### src/rtl/frame_ser_pkg.sv
// frame_ser_pkg: shared FSM state type and index-width helper for frame_serializer.
// Contents:
//   state_t   - serializer FSM states IDLE/STREAM
//   idx_width - beat index width able to hold 0..stage
package frame_ser_pkg;

   typedef enum logic {IDLE, STREAM} state_t;

   function automatic int idx_width(input int stage);
      return $clog2(stage + 1);
   endfunction

endpackage

### src/rtl/frame_serializer_if.sv
// frame_serializer_if: valid/ready beat stream carrying one frame word per beat.
// Signals:
//   m_data  - beat word           m_valid - beat valid
//   m_ready - consumer accept     m_last  - final beat of frame
//   m_idx   - beat index within frame
// Modports: master (serializer side), slave (consumer side).
interface frame_ser_if #(
   parameter int STAGE  = 8,
   parameter int DWIDTH = 8
) ();

   localparam int IDXW = frame_ser_pkg::idx_width(STAGE);

   logic [DWIDTH-1:0] m_data;
   logic              m_valid;
   logic              m_ready;
   logic              m_last;
   logic [IDXW-1:0]   m_idx;

   modport master(output m_data, m_valid, m_last, m_idx, input m_ready);
   modport slave(input m_data, m_valid, m_last, m_idx, output m_ready);

endinterface

### src/rtl/frame_serializer_stb_edge_det.sv
// stb_edge_det: registered rising-edge detector for a level strobe.
// Ports:
//   clk  - clock            rst  - asynchronous active-low reset
//   stb  - strobe level     rise - high for the cycle in which stb goes 0->1
module stb_edge_det (
   input  logic clk,
   input  logic rst,
   input  logic stb,
   output logic rise
);

   logic stb_q;
   logic stb_d;

   always_comb stb_d = stb;

   always_ff @(posedge clk or negedge rst) begin
      if (!rst) stb_q <= 1'b0;
      else      stb_q <= stb_d;
   end

   assign rise = stb & ~stb_q;

endmodule

### src/rtl/frame_serializer.sv
// frame_serializer: double-buffered parallel-frame to valid/ready word-stream serializer.
// Ports:
//   clk        - clock                     rst     - asynchronous active-low reset
//   frame_stb  - frame strobe (rising edge = new frame)
//   frame_data - STAGE parallel words, word 0 streamed first
//   m          - frame_ser_if.master beat stream
//   busy       - active slot holds a frame  ovf     - sticky frame-dropped flag
//   ovf_clr    - synchronous clear of ovf
// Build option: FRAME_SER_CHECKSUM_EN appends a mod-2^DWIDTH word-sum beat to each frame.
module frame_serializer #(
   parameter int STAGE  = 8,
   parameter int DWIDTH = 8
) (
   input  logic                          clk,
   input  logic                          rst,
   input  logic                          frame_stb,
   input  logic [0:STAGE-1][DWIDTH-1:0]  frame_data,
   frame_ser_if.master                   m,
   output logic                          busy,
   output logic                          ovf,
   input  logic                          ovf_clr
);

   import frame_ser_pkg::*;

   localparam int IDXW  = idx_width(STAGE);
   localparam int WIDXW = $clog2(STAGE);
`ifdef FRAME_SER_CHECKSUM_EN
   localparam int LAST = STAGE;
`else
   localparam int LAST = STAGE - 1;
`endif

   typedef logic [0:STAGE-1][DWIDTH-1:0] frame_t;

   state_t          state_q, state_d;
   frame_t          act_q, act_d, pend_q, pend_d;
   logic            pend_full_q, pend_full_d;
   logic [IDXW-1:0] idx_q, idx_d;
   logic            ovf_q, ovf_d;
   logic            new_frame, fire, last_fire, drop;
   logic            ld_act_in, ld_act_pend, ld_pend;
   logic [WIDXW-1:0] widx;
   logic [DWIDTH-1:0] word;

   stb_edge_det u_stb_edge_det (
      .clk  (clk),
      .rst  (rst),
      .stb  (frame_stb),
      .rise (new_frame)
   );

   assign widx      = idx_q[WIDXW-1:0];
   assign fire      = (state_q == STREAM) & m.m_ready;
   assign last_fire = fire & (idx_q == IDXW'(LAST));

`ifdef FRAME_SER_CHECKSUM_EN
   logic [DWIDTH-1:0] act_sum_q, act_sum_d, pend_sum_q, pend_sum_d, in_sum;

   always_comb begin
      in_sum = '0;
      for (int i = 0; i < STAGE; i++) in_sum = in_sum + frame_data[i];
   end

   always_comb begin
      act_sum_d  = ld_act_pend ? pend_sum_q : ld_act_in ? in_sum : act_sum_q;
      pend_sum_d = ld_pend ? in_sum : pend_sum_q;
   end

   always_ff @(posedge clk or negedge rst) begin
      if (!rst) begin
         act_sum_q  <= '0;
         pend_sum_q <= '0;
      end else begin
         act_sum_q  <= act_sum_d;
         pend_sum_q <= pend_sum_d;
      end
   end

   // Beat index STAGE is the appended checksum beat.
   assign word = (idx_q == IDXW'(STAGE)) ? act_sum_q : act_q[widx];
`else
   assign word = act_q[widx];
`endif

   assign m.m_valid = (state_q == STREAM);
   assign m.m_data  = (state_q == STREAM) ? word : '0;
   assign m.m_idx   = idx_q;
   assign m.m_last  = (state_q == STREAM) & (idx_q == IDXW'(LAST));
   assign busy      = (state_q == STREAM);
   assign ovf       = ovf_q;

   always_comb begin
      state_d     = state_q;
      idx_d       = idx_q;
      pend_full_d = pend_full_q;
      ld_act_in   = 1'b0;
      ld_act_pend = 1'b0;
      ld_pend     = 1'b0;
      drop        = 1'b0;
      if (state_q == IDLE) begin
         if (new_frame) begin
            ld_act_in = 1'b1;
            idx_d     = '0;
            state_d   = STREAM;
         end
      end else if (last_fire) begin
         // Frame completes: refill from pending, else straight from the input, else go idle.
         idx_d = '0;
         if (pend_full_q) begin
            ld_act_pend = 1'b1;
            ld_pend     = new_frame;
            pend_full_d = new_frame;
         end else if (new_frame) begin
            ld_act_in = 1'b1;
         end else begin
            state_d = IDLE;
         end
      end else begin
         if (fire) idx_d = idx_q + IDXW'(1);
         if (new_frame) begin
            drop        = pend_full_q;
            ld_pend     = ~pend_full_q;
            pend_full_d = 1'b1;
         end
      end
      act_d  = ld_act_pend ? pend_q : ld_act_in ? frame_data : act_q;
      pend_d = ld_pend ? frame_data : pend_q;
      ovf_d  = drop | (ovf_q & ~ovf_clr);
   end

   always_ff @(posedge clk or negedge rst) begin
      if (!rst) begin
         state_q     <= IDLE;
         act_q       <= '0;
         pend_q      <= '0;
         pend_full_q <= 1'b0;
         idx_q       <= '0;
         ovf_q       <= 1'b0;
      end else begin
         state_q     <= state_d;
         act_q       <= act_d;
         pend_q      <= pend_d;
         pend_full_q <= pend_full_d;
         idx_q       <= idx_d;
         ovf_q       <= ovf_d;
      end
   end

endmodule

### src/flat_wrapper.sv
// flat-port wrapper written by rule: the top's interface ports become plain ports
module frame_serializer_flat import frame_ser_pkg::*;
#(
   parameter int STAGE  = 8,
   parameter int DWIDTH = 8
)
  (clk, rst, frame_stb, frame_data, busy, ovf, ovf_clr, m_m_data, m_m_valid, m_m_last, m_m_idx, m_m_ready);
  frame_ser_if #(.STAGE(STAGE), .DWIDTH(DWIDTH)) m_i ();
  input  logic clk;
  input  logic rst;
  input  logic frame_stb;
  input  logic [0:STAGE-1][DWIDTH-1:0] frame_data;
  output logic busy;
  output logic ovf;
  input  logic ovf_clr;
  output wire logic [$bits(m_i.m_data)-1:0] m_m_data;
  output wire logic [$bits(m_i.m_valid)-1:0] m_m_valid;
  output wire logic [$bits(m_i.m_last)-1:0] m_m_last;
  output wire logic [$bits(m_i.m_idx)-1:0] m_m_idx;
  input wire logic [$bits(m_i.m_ready)-1:0] m_m_ready;
  assign m_m_data = m_i.m_data;
  assign m_m_valid = m_i.m_valid;
  assign m_m_last = m_i.m_last;
  assign m_m_idx = m_i.m_idx;
  assign m_i.m_ready = m_m_ready;
  frame_serializer #(.STAGE(STAGE), .DWIDTH(DWIDTH)) u_core (.clk(clk), .rst(rst), .frame_stb(frame_stb), .frame_data(frame_data), .m(m_i), .busy(busy), .ovf(ovf), .ovf_clr(ovf_clr));
endmodule
### config.mk
export PLATFORM = sky130hd
export DESIGN_NAME = frame_serializer_flat
export DESIGN_NICKNAME = d
export VERILOG_FILES = /design/src/rtl/frame_ser_pkg.sv /design/src/rtl/frame_serializer_if.sv /design/src/rtl/frame_serializer_stb_edge_det.sv /design/src/rtl/frame_serializer.sv /design/src/flat_wrapper.sv
export SDC_FILE = /design/constraint.sdc
export NUM_CORES = 1
export LEC_CHECK = 0
export BUFFER_PORTS_ARGS = -buffer_cell sky130_fd_sc_hd__buf_2
export CAP_MARGIN = 10
export CORE_ASPECT_RATIO = 0.5
export CORE_MARGIN = 5
export CORE_UTILIZATION = 58
export DETAILED_ROUTE_END_ITERATION = 16
export PLACE_DENSITY = 0.8
export SETUP_SLACK_MARGIN = 0.15
export SLEW_MARGIN = 20
export SYNTH_ARGS = -nofsm -noshare
export SYNTH_HDL_FRONTEND = slang
export SYNTH_SLANG_ARGS = --single-unit
### constraint.sdc
create_clock -name clk -period 2.25 [get_ports clk]
set_input_delay 0.45 -clock clk [delete_from_list [all_inputs] [get_ports clk]]
set_output_delay 0.45 -clock clk [all_outputs]
set_load 0.02 [all_outputs]
# Yosys cells after proc, flatten, opt, wreduce, memory -nomap -nowiden

Index checks and enable logic that the tools add are counted.
Widths: inputs -> output; s select.

Register bits: 136
Output and inout port bits: 16

Add/sub/neg operators: 1
$lt $le $gt $ge: 1
Equality and inequality tests: 2
Mux-type cells: 29
Bitwise logic cells: 10
Reductions and logical operators: 5

Operators by type and width:

| operator            | number |
|---|---|
| $mux 64             | 2 |
| $bmux 8 s3          | 1 |
| $mux 8              | 3 |
| $mux 1              | 19 |
| $mux 4              | 4 |
| $reduce_bool 2->1   | 3 |
| $and 1x1->1         | 5 |
| $add 4x1->4 const B | 1 |
| $eq 4x3->1 const B  | 1 |
| $ge 4x4->1 const B  | 1 |
| $not 3->4           | 1 |
| $reduce_and 2->1    | 2 |
| $ne 3x3->1 const B  | 1 |
| $not 1->1           | 3 |
| $or 1x1->1          | 1 |

# Longest topological paths before layout

Depth in word-level cells: 8
Depth in mapped cells: 6
Mapped depth without buffers: 5

# By module

A second synthesis with hierarchy kept.

Cells, all modules: 651
Area total of the unflattened synthesis: 7014.2 µm²

By module, submodules not included:

| module           | instances | cells an instance | area an instance (µm²) | seq. area each (µm²) |
|---|---|---|---|---|
| frame_serializer | 1         | 649               | 6975.4                 | 3378.2 |
| stb_edge_det     | 1         | 2                 | 38.8                   | 25.0 |

# Least setup slack after synthesis

Ideal clock, no wire load.

Path type: register to output
Start: register u_core.idx_q[0], in the netlist u_core.m.m_idx[0]
End: output port m_m_data[0]
Arrival time: 1.903 ns
Slack: -0.103 ns
Cell stages (with the launch flop): 6
Path buffers: 2
Cells stage by stage: dfrtp_1 -> buf_2 -> buf_2 -> mux4_2 -> nand3_1 -> o21ai_0

Longest elaborated chain between the ends: 5

Ends and longest elaborated chain:

| what                                      | line                    | RTL |
|---|---|---|
| from (decl)                               | frame_serializer.sv:39  | `logic [IDXW-1:0] idx_q, idx_d;` |
| from (signal assigned)                    | frame_serializer.sv:145 | `idx_q <= idx_d;` |
| $not 3->4 (not written as such)           | frame_serializer.sv:83  | `assign word = act_q[widx];` |
| $bmux 8 s3                                | frame_serializer.sv:83  |  |
| $mux 8 (not written as such) (2 in a row) | frame_serializer.sv:83  |  |
| $mux 8                                    | frame_serializer.sv:87  | `assign m.m_data = (state_q == STREAM) ? word : '0;` |
| to (decl)                                 | flat_wrapper.sv:16      | `output wire logic [$bits(m_i.m_data)-1:0] m_m_data;` |

No other way between the ends. The select of a mux whose other input is x is not followed.

# Worst setup path after layout

Start: register u_core.idx_q[0], in the netlist u_core.m.m_idx[0]
End: output port m_m_data[3]

The elaborated chain is that of the path after synthesis.

==> results_dict.tcl <==
set metrics [dict create \
    status "finished with violations" \
    failed_checks "negative setup slack" \
    yosysTopAreaCell "dfrtp_1" \
    hp-class "input pin to flip-flop" \
    dr.pass1.iters 6 \
    dr.first_iter.drc_count 568 \
    use_met2 0.397 \
    finalCritPeriodShare 1.09 \
    use_met1 0.326 \
    clkLatencyLatePin_ns 0.42 \
    dp_hpwl_um 9450 \
    clk_pin_slew_ns 0.06 \
    clock_path_buffers 2 \
    start_util 0.586 \
    synthTopCellsByArea "dfrtp_1 54%, mux2_4 12%, a22o_1 8.8%" \
    synth.cell_area_um2 6360 \
    synthMuxAreaShare 0.201 \
    synth_compound_gate_area_share 0.186 \
    grt_pass1_vias 4569 \
    setup_slack_ns -0.202 \
    antenna_found_initial 0 \
    max-vdd-ir-drop_v 0.000592 \
    ys_seq_area_frac 0.535 \
    rsz0062_at_grt "yes" \
    die_area_um2 13300 \
    io-pin-count 85 \
    crit_arrival_ns 2.00 \
    routed_wirelength_um 17300 \
    fp-row-count 27 \
    die_h_um 84.0 \
    synthXorXnorAreaFrac 0.00256 \
    avgViaCountPerCell 6.32 \
    hold_viol 0 \
    total_power_mw 12.1 \
    postLayoutCoreUtil 0.741 \
    worstPathRequired_ns 1.80 \
    synth.distinct_cells 37 \
    synth_top_family_by_area "multiplexers" \
    avgSynthCellArea_um2 14.4 \
    ant_nets 0 \
    synth_top_area_frac 0.535 \
    drv_cap 0 \
    core_um2 10800 \
    nets 622 \
    dp.cells 657 \
    grt_overflow 0 \
    synth-simple-area-share 0.0297 \
    tritoncts "done" \
    wl_per_cell_um 24.3 \
    numPortBuffers 84 \
    die_x_um 158 \
    cp-start-kind "flip-flop" \
    power_density_nw_per_um2 1510 \
    setup_viol 8 \
    cts_max_level 4 \
    skew_ns 0.00669 \
    grt_max_degree 52 \
    power_leakage_nw 4.22 \
    dr_total_vias 4488 \
    fin_cells 710 \
    critPathMaxFanout 7 \
    grt_pass1_wl_um 25100 \
    synthAdderAreaFrac 0.00197 \
    slew-limit-headroom 0.572 \
    drive_gt1_frac 0.450 \
    yosys_warnings 0 \
    globalplace.congestion 0.836 \
    fmax_mhz 408 \
    area_delta_synth_final_pct 26.4 \
    numCtsBuffers 17 \
    cp-end-kind "primary output" \
    maxSlewViolCount 0 \
    track_usage 0.245 \
    criticalPathCategory "flip-flop to primary output" \
    ys_seq_elements 136 \
    finalCriticalPeriod_ns 2.45 \
    syn_nets 512 \
    grt.met3_usage 0.0606 \
    cts_sinks 136 \
    synthCells 442 \
    tightestPinTransition_ns 0.640 \
    grt.busiest_layer "met2" \
    diodes 0 \
    clockRootBuffer "clkbuf_16" \
    drc 0 \
]
[final timing paths]
path                       slack [ns]                     startpoint                                     to  cells past startpoint
hold reg to reg                  0.50  u_core.pend_q[50]$_DFFE_PN0P_          u_core.pend_q[50]$_DFFE_PN0P_                      1
setup reg to reg                 0.06  u_core.m.m_idx[0]$_DFFE_PN0P_          u_core.pend_q[17]$_DFFE_PN0P_                      9
hold / removal                   0.17                      frame_stb  u_core.u_stb_edge_det.stb_q$_DFF_PN0_                      1
min in group asynchronous        0.54                            rst          u_core.pend_q[42]$_DFFE_PN0P_                      2
max in group asynchronous        1.11                            rst          u_core.pend_q[30]$_DFFE_PN0P_                      3
setup / recovery                -0.20  u_core.m.m_idx[0]$_DFFE_PN0P_                            m_m_data[3]                      6
[stage by stage]
step	hold slack, ns	setup slack, ns	instance area [um2]	TNS, ns
after floorplan	0.154	0.154	6360	0
after global placement	0.430	0.241	6970	0
after detailed placement	0.429	0.214	6970	0
after CTS	0.165	-0.162	7730	-1.17
after global routing	0.167	-0.252	8040	-1.88
final	0.172	-0.202	8040	-1.43
[cells in the final DEF, fill, tap and decap left out, types with 2 or more instances in the layout]
master,synthesis,routed
bufinv_16,0,4
buf_12,0,10
dfrtp_1,136,135
a21o_1,64,64
clkinv_2,0,5
nand3_2,0,4
a21oi_1,5,5
clkinv_4,0,3
a22o_1,64,64
nand2_1,6,6
nand2b_1,2,2
buf_8,0,4
inv_1,10,4
mux4_2,16,16
buf_2,17,75
buf_6,12,10
buf_16,0,2
mux2_4,50,50
inv_2,0,6
o21ai_2,0,4
clkbuf_16,0,22
clkbuf_1,2,2
o21ai_0,11,3
nor2_1,3,3
mux2_2,13,13
buf_4,1,16
nand3_1,10,7
o21ai_1,0,4
[power by group]
part / total (mW) / switching [mW] / internal, mW / leakage, nW
sequential: 4.41 / 0.820 / 3.59 / 1.68
clock: 2.93 / 1.08 / 1.85 / 0.300
combinational: 4.78 / 2.00 / 2.78 / 2.24
total: 12.1 / 3.90 / 8.22 / 4.22
[sequential cells by signal, indices dropped and copies added (netlist names)]
name / flops
u_core.ovf: 1
u_core.busy: 1
u_core.m.m_idx: 4
u_core.pend_full_q: 1
u_core.u_stb_edge_det.stb_q: 1
u_core.act_q: 64
u_core.pend_q: 64
[cell type report]
class | count | area (um2)
Multi-Input combinational cell | 264 | 2740
Tap cell | 145 | 181
Clock buffer | 19 | 433
Fill cell | 637 | 2810
Clock inverter | 13 | 179
Timing Repair Buffer | 123 | 1060
Inverter | 10 | 37.5
Sequential cell | 136 | 3400
[routing by layer]
metal | part of all wire | vias to the layer above
li1 | - | 1894
met1 | 0.42 | 2371
met2 | 0.51 | 189
met3 | 0.056 | 34
met4 | 0.022 | 0
met5 | 0 | -
[worst max-delay path: stages, from the launching register on]
cell and delay [ns]:
dfrtp_2 0.46, buf_6 0.14, buf_16 0.12, mux4_2 0.48
inv_1 0.12, o21ai_1 0.07, buf_4 0.18
[synthesized netlist by cell type, drive strengths merged]
cell	number
nand4	1
dfrtp	136
clkbuf	2
a32o	1
and2b	1
o32ai	1
o31ai	1
ha	1
and4b	1
and2	1
mux4	16
o22ai	1
nand3b	1
nor3b	1
a31oi	1
nand2	6
a21oi	5
a22o	64
nand3	11
nor3	1
inv	10
mux2	64
buf	31
nand4b	1
a21o	64
nand2b	2
xnor2	1
o21ai	11
nor2	4
mux2i	1
[what timing repair did]
action,in CTS,in global routing
endpoints found under the hold margin,28,0
resized for setup,21,25
hold buffers,1,0
buffers inserted,4,7
endpoints found under the setup margin,8,132
cloned,2,7
pin swaps,5,3
[cells by family after synthesis]
group,after synthesis
DFF,136
muxes,81
AOI/OAI and AO/OA,149
buffers and inverters,43
xor gates and xnor gates,1
adders and majority gates,1
and+or+nand+nor,31
Note: power is estimated with default switching activity, not from simulation.
